**src/rtl/sim_config_ctrl.sv**
```systemverilog
// Run/configuration controller for the elevator simulator: keypad edge decode, run FSM,
// decimal entry accumulator and saturating setting registers.
//
// state     | meaning
// ST_START  | idle; configuration keys (digits, C/D/E/F) are honoured
// ST_SIM    | simulation running
// ST_PAUSE  | simulation paused; resume or end
// ST_ENDING | simulation finished; B returns to START
module sim_config_ctrl #(
    parameter int NUM_SETTINGS = 4,
    parameter int VAL_W        = 6,
    parameter logic [NUM_SETTINGS*VAL_W-1:0] SET_MAX     = {6'd7, 6'd3, 6'd3, 6'd63},
    parameter logic [NUM_SETTINGS*VAL_W-1:0] SET_DEFAULT = {6'd1, 6'd0, 6'd0, 6'd0},
    parameter int SEL_W        = $clog2(NUM_SETTINGS)
) (
    input  logic                          clk,
    input  logic                          rst_n,
    input  logic [3:0]                    buttonBus,
    input  logic                          pressed,
    output logic [1:0]                    simState,
    output logic [SEL_W-1:0]              setting,
    output logic [VAL_W-1:0]              entry,
    output logic [NUM_SETTINGS*VAL_W-1:0] settings,
    output logic                          commit,
    output logic                          clipped,
    output logic                          entry_ovf
);

    typedef enum logic [1:0] {
        ST_START  = 2'd0,
        ST_SIM    = 2'd1,
        ST_PAUSE  = 2'd2,
        ST_ENDING = 2'd3
    } run_state_t;

    localparam logic [3:0] KEY_STOP   = 4'hA;
    localparam logic [3:0] KEY_RESUME = 4'hB;
    localparam logic [3:0] KEY_UP     = 4'hC;
    localparam logic [3:0] KEY_DOWN   = 4'hD;
    localparam logic [3:0] KEY_ESC    = 4'hE;
    localparam logic [3:0] KEY_ENTER  = 4'hF;

    run_state_t                    state_q, state_d;
    logic                          pressed_q;
    logic                          key;
    logic [SEL_W-1:0]              setting_d;
    logic [VAL_W-1:0]              entry_d;
    logic                          ovf_d;
    logic [NUM_SETTINGS*VAL_W-1:0] settings_d;
    logic                          commit_d;
    logic                          clipped_d;
    logic [VAL_W+3:0]              acc_t;
    logic [VAL_W-1:0]              cur_max;

    assign key      = pressed & ~pressed_q;
    assign simState = state_q;

    always_ff @(posedge clk or negedge rst_n) begin
        if (!rst_n) begin
            state_q   <= ST_START;
            pressed_q <= 1'b0;
            setting   <= '0;
            entry     <= '0;
            entry_ovf <= 1'b0;
            settings  <= SET_DEFAULT;
            commit    <= 1'b0;
            clipped   <= 1'b0;
        end else begin
            state_q   <= state_d;
            pressed_q <= pressed;
            setting   <= setting_d;
            entry     <= entry_d;
            entry_ovf <= ovf_d;
            settings  <= settings_d;
            commit    <= commit_d;
            clipped   <= clipped_d;
        end
    end

    always_comb begin
        state_d    = state_q;
        setting_d  = setting;
        entry_d    = entry;
        ovf_d      = entry_ovf;
        settings_d = settings;
        commit_d   = 1'b0;
        clipped_d  = 1'b0;
        cur_max    = SET_MAX[int'(setting)*VAL_W +: VAL_W];
        // Extra 4 bits hold entry*10+9 for any entry value without wrapping.
        acc_t      = (VAL_W+4)'(entry) * (VAL_W+4)'(10) + (VAL_W+4)'(buttonBus);

        if (key) begin
            unique case (state_q)
                ST_START: begin
                    if (buttonBus == KEY_RESUME) begin
                        state_d = ST_SIM;
                        entry_d = '0;
                        ovf_d   = 1'b0;
                    end else if (buttonBus <= 4'd9) begin
                        if (acc_t > (VAL_W+4)'({VAL_W{1'b1}})) begin
                            entry_d = '1;
                            ovf_d   = 1'b1;
                        end else begin
                            entry_d = acc_t[VAL_W-1:0];
                        end
                    end else if (buttonBus == KEY_UP) begin
                        setting_d = (setting == SEL_W'(NUM_SETTINGS-1)) ? '0 : setting + 1'b1;
                        entry_d   = '0;
                        ovf_d     = 1'b0;
                    end else if (buttonBus == KEY_DOWN) begin
                        setting_d = (setting == '0) ? SEL_W'(NUM_SETTINGS-1) : setting - 1'b1;
                        entry_d   = '0;
                        ovf_d     = 1'b0;
                    end else if (buttonBus == KEY_ESC) begin
                        entry_d = '0;
                        ovf_d   = 1'b0;
                    end else if (buttonBus == KEY_ENTER) begin
                        commit_d  = 1'b1;
                        clipped_d = (entry > cur_max);
                        settings_d[int'(setting)*VAL_W +: VAL_W] = (entry > cur_max) ? cur_max : entry;
                        entry_d   = '0;
                        ovf_d     = 1'b0;
                    end
                end
                ST_SIM: begin
                    if (buttonBus == KEY_STOP) state_d = ST_PAUSE;
                end
                ST_PAUSE: begin
                    if (buttonBus == KEY_RESUME)    state_d = ST_SIM;
                    else if (buttonBus == KEY_STOP) state_d = ST_ENDING;
                end
                ST_ENDING: begin
                    if (buttonBus == KEY_RESUME) state_d = ST_START;
                end
                default: state_d = ST_START;
            endcase
        end
    end

endmodule

```
**config.mk**
```make
export PLATFORM = sky130hd
export DESIGN_NAME = sim_config_ctrl
export DESIGN_NICKNAME = d
export VERILOG_FILES = /design/src/rtl/sim_config_ctrl.sv
export SDC_FILE = /design/constraint.sdc
export NUM_CORES = 1
export LEC_CHECK = 0
export ABC_AREA = 1
export BUFFER_PORTS_ARGS = -buffer_cell sky130_fd_sc_hd__buf_2
export CORE_AREA = 5 5 80 82
export CTS_CLUSTER_DIAMETER = 120
export CTS_CLUSTER_SIZE = 16
export DETAILED_ROUTE_END_ITERATION = 8
export DIE_AREA = 0 0 85 87
export PLACE_DENSITY = 0.74
export SYNTH_ARGS = -nofsm -noshare
export SYNTH_HDL_FRONTEND = slang
export SYNTH_SLANG_ARGS = --single-unit
```
**constraint.sdc**
```tcl
create_clock -name clk -period 3.95 [get_ports clk]
set_input_delay 0.395 -clock clk [delete_from_list [all_inputs] [get_ports clk]]
set_output_delay 0.395 -clock clk [all_outputs]
set_load 0.02 [all_outputs]
```
==> impl_metrics.yaml <==
run_status:
  status: "complete, no violations"
layout:
  post-route-util_pct: 53.33
  final_cells: 446
  n_fill_cell: 561
  final_layout_size_suffix_gt1_share_pct: 26.68
  area_growth_pct: 12.88
  final_nets: 400
  diodes: 0
sta:
  period_needed_ns: 3.248
  fin_crit_sh_pct: 82.23
  hold_violations: 0
  worst_slack_ns: 0.7017
  maxSlewViolCount: 0
  setup_viol: 0
  fin_worst_skew_ns: 0.009745
  rsz0062_at_grt: "no"
  fmaxAchievable_ghz: 0.3079
  slew_headroom_pct: 43.56
  worstMarginPinSlew_ns: 0.8466
  setup-tns-final_ns: 0
place:
  dp_slack_ns: 0.7604
  finalWeightedCongestion: 0.9207
  dpl.hpwl_um: 4768
  io_buffers: 43
  dp_cells: 438
drt:
  drt_pass1_iterations: 5
  wirelength_um: 6170
  vias: 2328
  drt.antenna.violating_nets: 0
  drc_errors: 0
  wl_per_cell_um: 13.83
  vias_per_cell: 5.220
  drtIter0Drc: 107
critical_path:
  timing.rr.start: "setting[0]"
  rrSetupSlack_ns: 0.70
  path_cells: "inv_2 > ha_1 > inv_2 > ha_1 > nand2_1 > clkinv_1 > nand2_1 > nand2_1 > nand2_4 > nand2_1 > nand3_1 > nand2_1 > o21ai_2 > o21ai_2"
  path_class: "reg2reg"
  path_max_fanout: 16
  reg2reg_depth: 14
  critPathCaptureType: "flip-flop"
  crit_buf_inv: 3
  cpPeakStageDelay_ns: 0.77
  regToRegEndpoint: "settings[8]"
  cp-startpoint: "setting[0]"
  crit_slowest_cell: "dfrtp_1"
  cp.arrival_ns: 3.44
  crit_path_start_kind: "flip-flop"
  cp_top_family: "flip-flops"
  cp.required_ns: 4.14
  worst_path_most_repeated_cell: "nand2_1"
global_route:
  grt_pass1_wl_um: 10680
  antenna_found_initial: 0
  grt_usage_pct: 17.93
  gr-total-overflow: 0
  first_global_vias: 2280
  grt_max_degree: 39
synthesis:
  syn-num-nets: 356
  netlist_area_um2: 2681
  synth_most_common_cell: "nand2_1"
  synth_top_area_cell: "dfrtp_1"
  ys_warn_count: 0
  ys_types: 41
  ys_seq_area_share_pct: 35.51
  synthTopCellsByArea: "dfrtp_1 35%, nand2_1 12%, ha_1 9.8%, inv_1 4.2%, nand3_1 4.1%"
  postSynth.asyncResetShare_pct: 100.0
  synthTopCellsByCount: "83 x nand2_1, 37 x dfrtp_1, 30 x inv_1"
  synth_edf_count: 0
  synth.top_cell.area_share_pct: 34.53
  syn_area_per_cell_um2: 8.225
  syn_inst: 326
  synth_ff_type: "dfrtp_1"
  ys_seq_elements: 38
clocking:
  clk_pin_slew_worst_paths_ns: 0.08
  clock_path_buffers: 2
  numCtsBuffers: 5
  cts_sinks: 38
  ctsRootBufferMaster: "clkbuf_8"
  ctsHtreeMaxLevel: 2
  cts_tree: "yes"
  clk_latency_ns: 0.30
  post-cts-setup-buffers: 0
  cts.repair.resized: 0
  postCtsHoldBufs: 0
power:
  p_leak_nw: 1.644
  p_switching_mw: 1.276
  ir_drop_v: 0.0004011
  seq_power_share_pct: 24.5
  power.density_nw_per_um2: 782.0
  clock_power_share_pct: 12.0
  p_int_mw: 1.091
  power_frac_comb_pct: 63.5
  switching_share_pct: 53.93
die:
  chipHeight_um: 87
  io-pin-count: 44
  num_rows: 28
  start_util_pct: 47.24
  fp.dieW_um: 85
  core-area_um2: 5675
  die_area_um2: 7395
job:
  maxCapViolations: 0
min_path:
  hold_class: "in2async"
==> cell usage in the layout (no fill, tap or decap), drive strengths merged <==
cell type  synthesis  final
a21boi             1      1
a21o               1      1
a21oi             10     10
a31oi              2      2
buf                6     43
clkbuf             0      6
clkinv             1      2
clkinvlp           0      1
dfrtp             37     37
dfstp              1      1
fa                 2      2
ha                21     21
inv               39     39
nand2             92     92
nand3             28     28
nand3b             1      1
nand4              8      8
nor2              27     27
nor3               4      4
o211ai             1      1
o21ai             32     32
o21bai             1      1
o221ai             1      1
or2                2      2
or3                1      1
xnor2              3      3
xor2               4      4
==> layout make-up <==
type / instances / area (µm²) / share of cell area [%]
Inverter: 40 / 157.7 / 5.209
Sequential cell: 38 / 952.2 / 31.46
Clock buffer: 6 / 82.58 / 2.728
Tap cell: 75 / 93.84 / 3.100
Multi-Input combinational cell: 242 / 1513 / 49.98
Clock inverter: 2 / 12.51 / 0.4134
Timing Repair Buffer: 43 / 215.2 / 7.110
==> power by group through the flow <==
stage,Sequential (mW),Combinational [mW],Clock (mW)
final,0.581,1.50,0.284
after CTS,0.582,1.50,0.293
after global routing,0.602,1.70,0.306
after floorplan,0.633,1.18,0
after global placement,0.584,1.46,0
after detailed placement,0.589,1.50,0
==> sequential cells by signal (all words and copies together) (netlist names) <==
| name | count |
|---|---|
| pressed_q | 1 |
| settings | 24 |
| simState | 2 |
| entry | 6 |
| commit | 1 |
| clipped | 1 |
| setting | 2 |
| entry_ovf | 1 |
==> per-stage QoR <==
stage | hold slack, ns | cell area, µm² | power [mW]
5_1_grt | 0.2197 | 3027 | 2.608
3_5_place_dp | 0.4631 | 2932 | 2.085
3_3_place_gp | 0.4574 | 2932 | 2.040
4_1_cts | 0.2114 | 3027 | 2.375
6_report | 0.1947 | 3027 | 2.367
2_1_floorplan | 0.09941 | 2681 | 1.811
==> metal layers <==
| layer | vias to the layer above | global-route usage (%) | share of wire [%] |
|---|---|---|---|
| li1 | 1158 | - | - |
| met2 | 79 | 30.51 | 48 |
| met3 | 12 | 3.406 | 7.2 |
| met4 | 0 | 6.331 | 1.9 |
| met5 | - | 0 | 0 |
| met1 | 1079 | 22.76 | 43 |
==> worst max-delay path by stage <==
stage	end	depth (start not counted)	slack (ns)
after floorplan	settings[16]	15	1.46
after global placement	settings[12]	14	0.96
after detailed placement	settings[8]	14	0.76
after CTS	settings[8]	14	0.75
after global routing	settings[16]	14	0.41
final	settings[8]	14	0.70
==> cells by family after synthesis <==
group	Yosys count	synth area share, %
compound gates	49	10.87
fa+ha+maj	23	11.29
flops	38	35.51
simple gates	163	31.68
xor+xnor	7	2.567
buf+inv	46	8.073
==> worst reg2reg max path, cell delays in order, from the launching register on <==
cell,delay (ns)
dfrtp_1,0.77
inv_2,0.25
ha_1,0.41
inv_2,0.28
ha_1,0.30
nand2_1,0.07
clkinv_1,0.08
nand2_1,0.08
nand2_1,0.09
nand2_4,0.19
nand2_1,0.13
nand3_1,0.09
nand2_1,0.12
o21ai_2,0.21
o21ai_2,0.07
No activity file was read; power rests on OpenSTA's default activity.
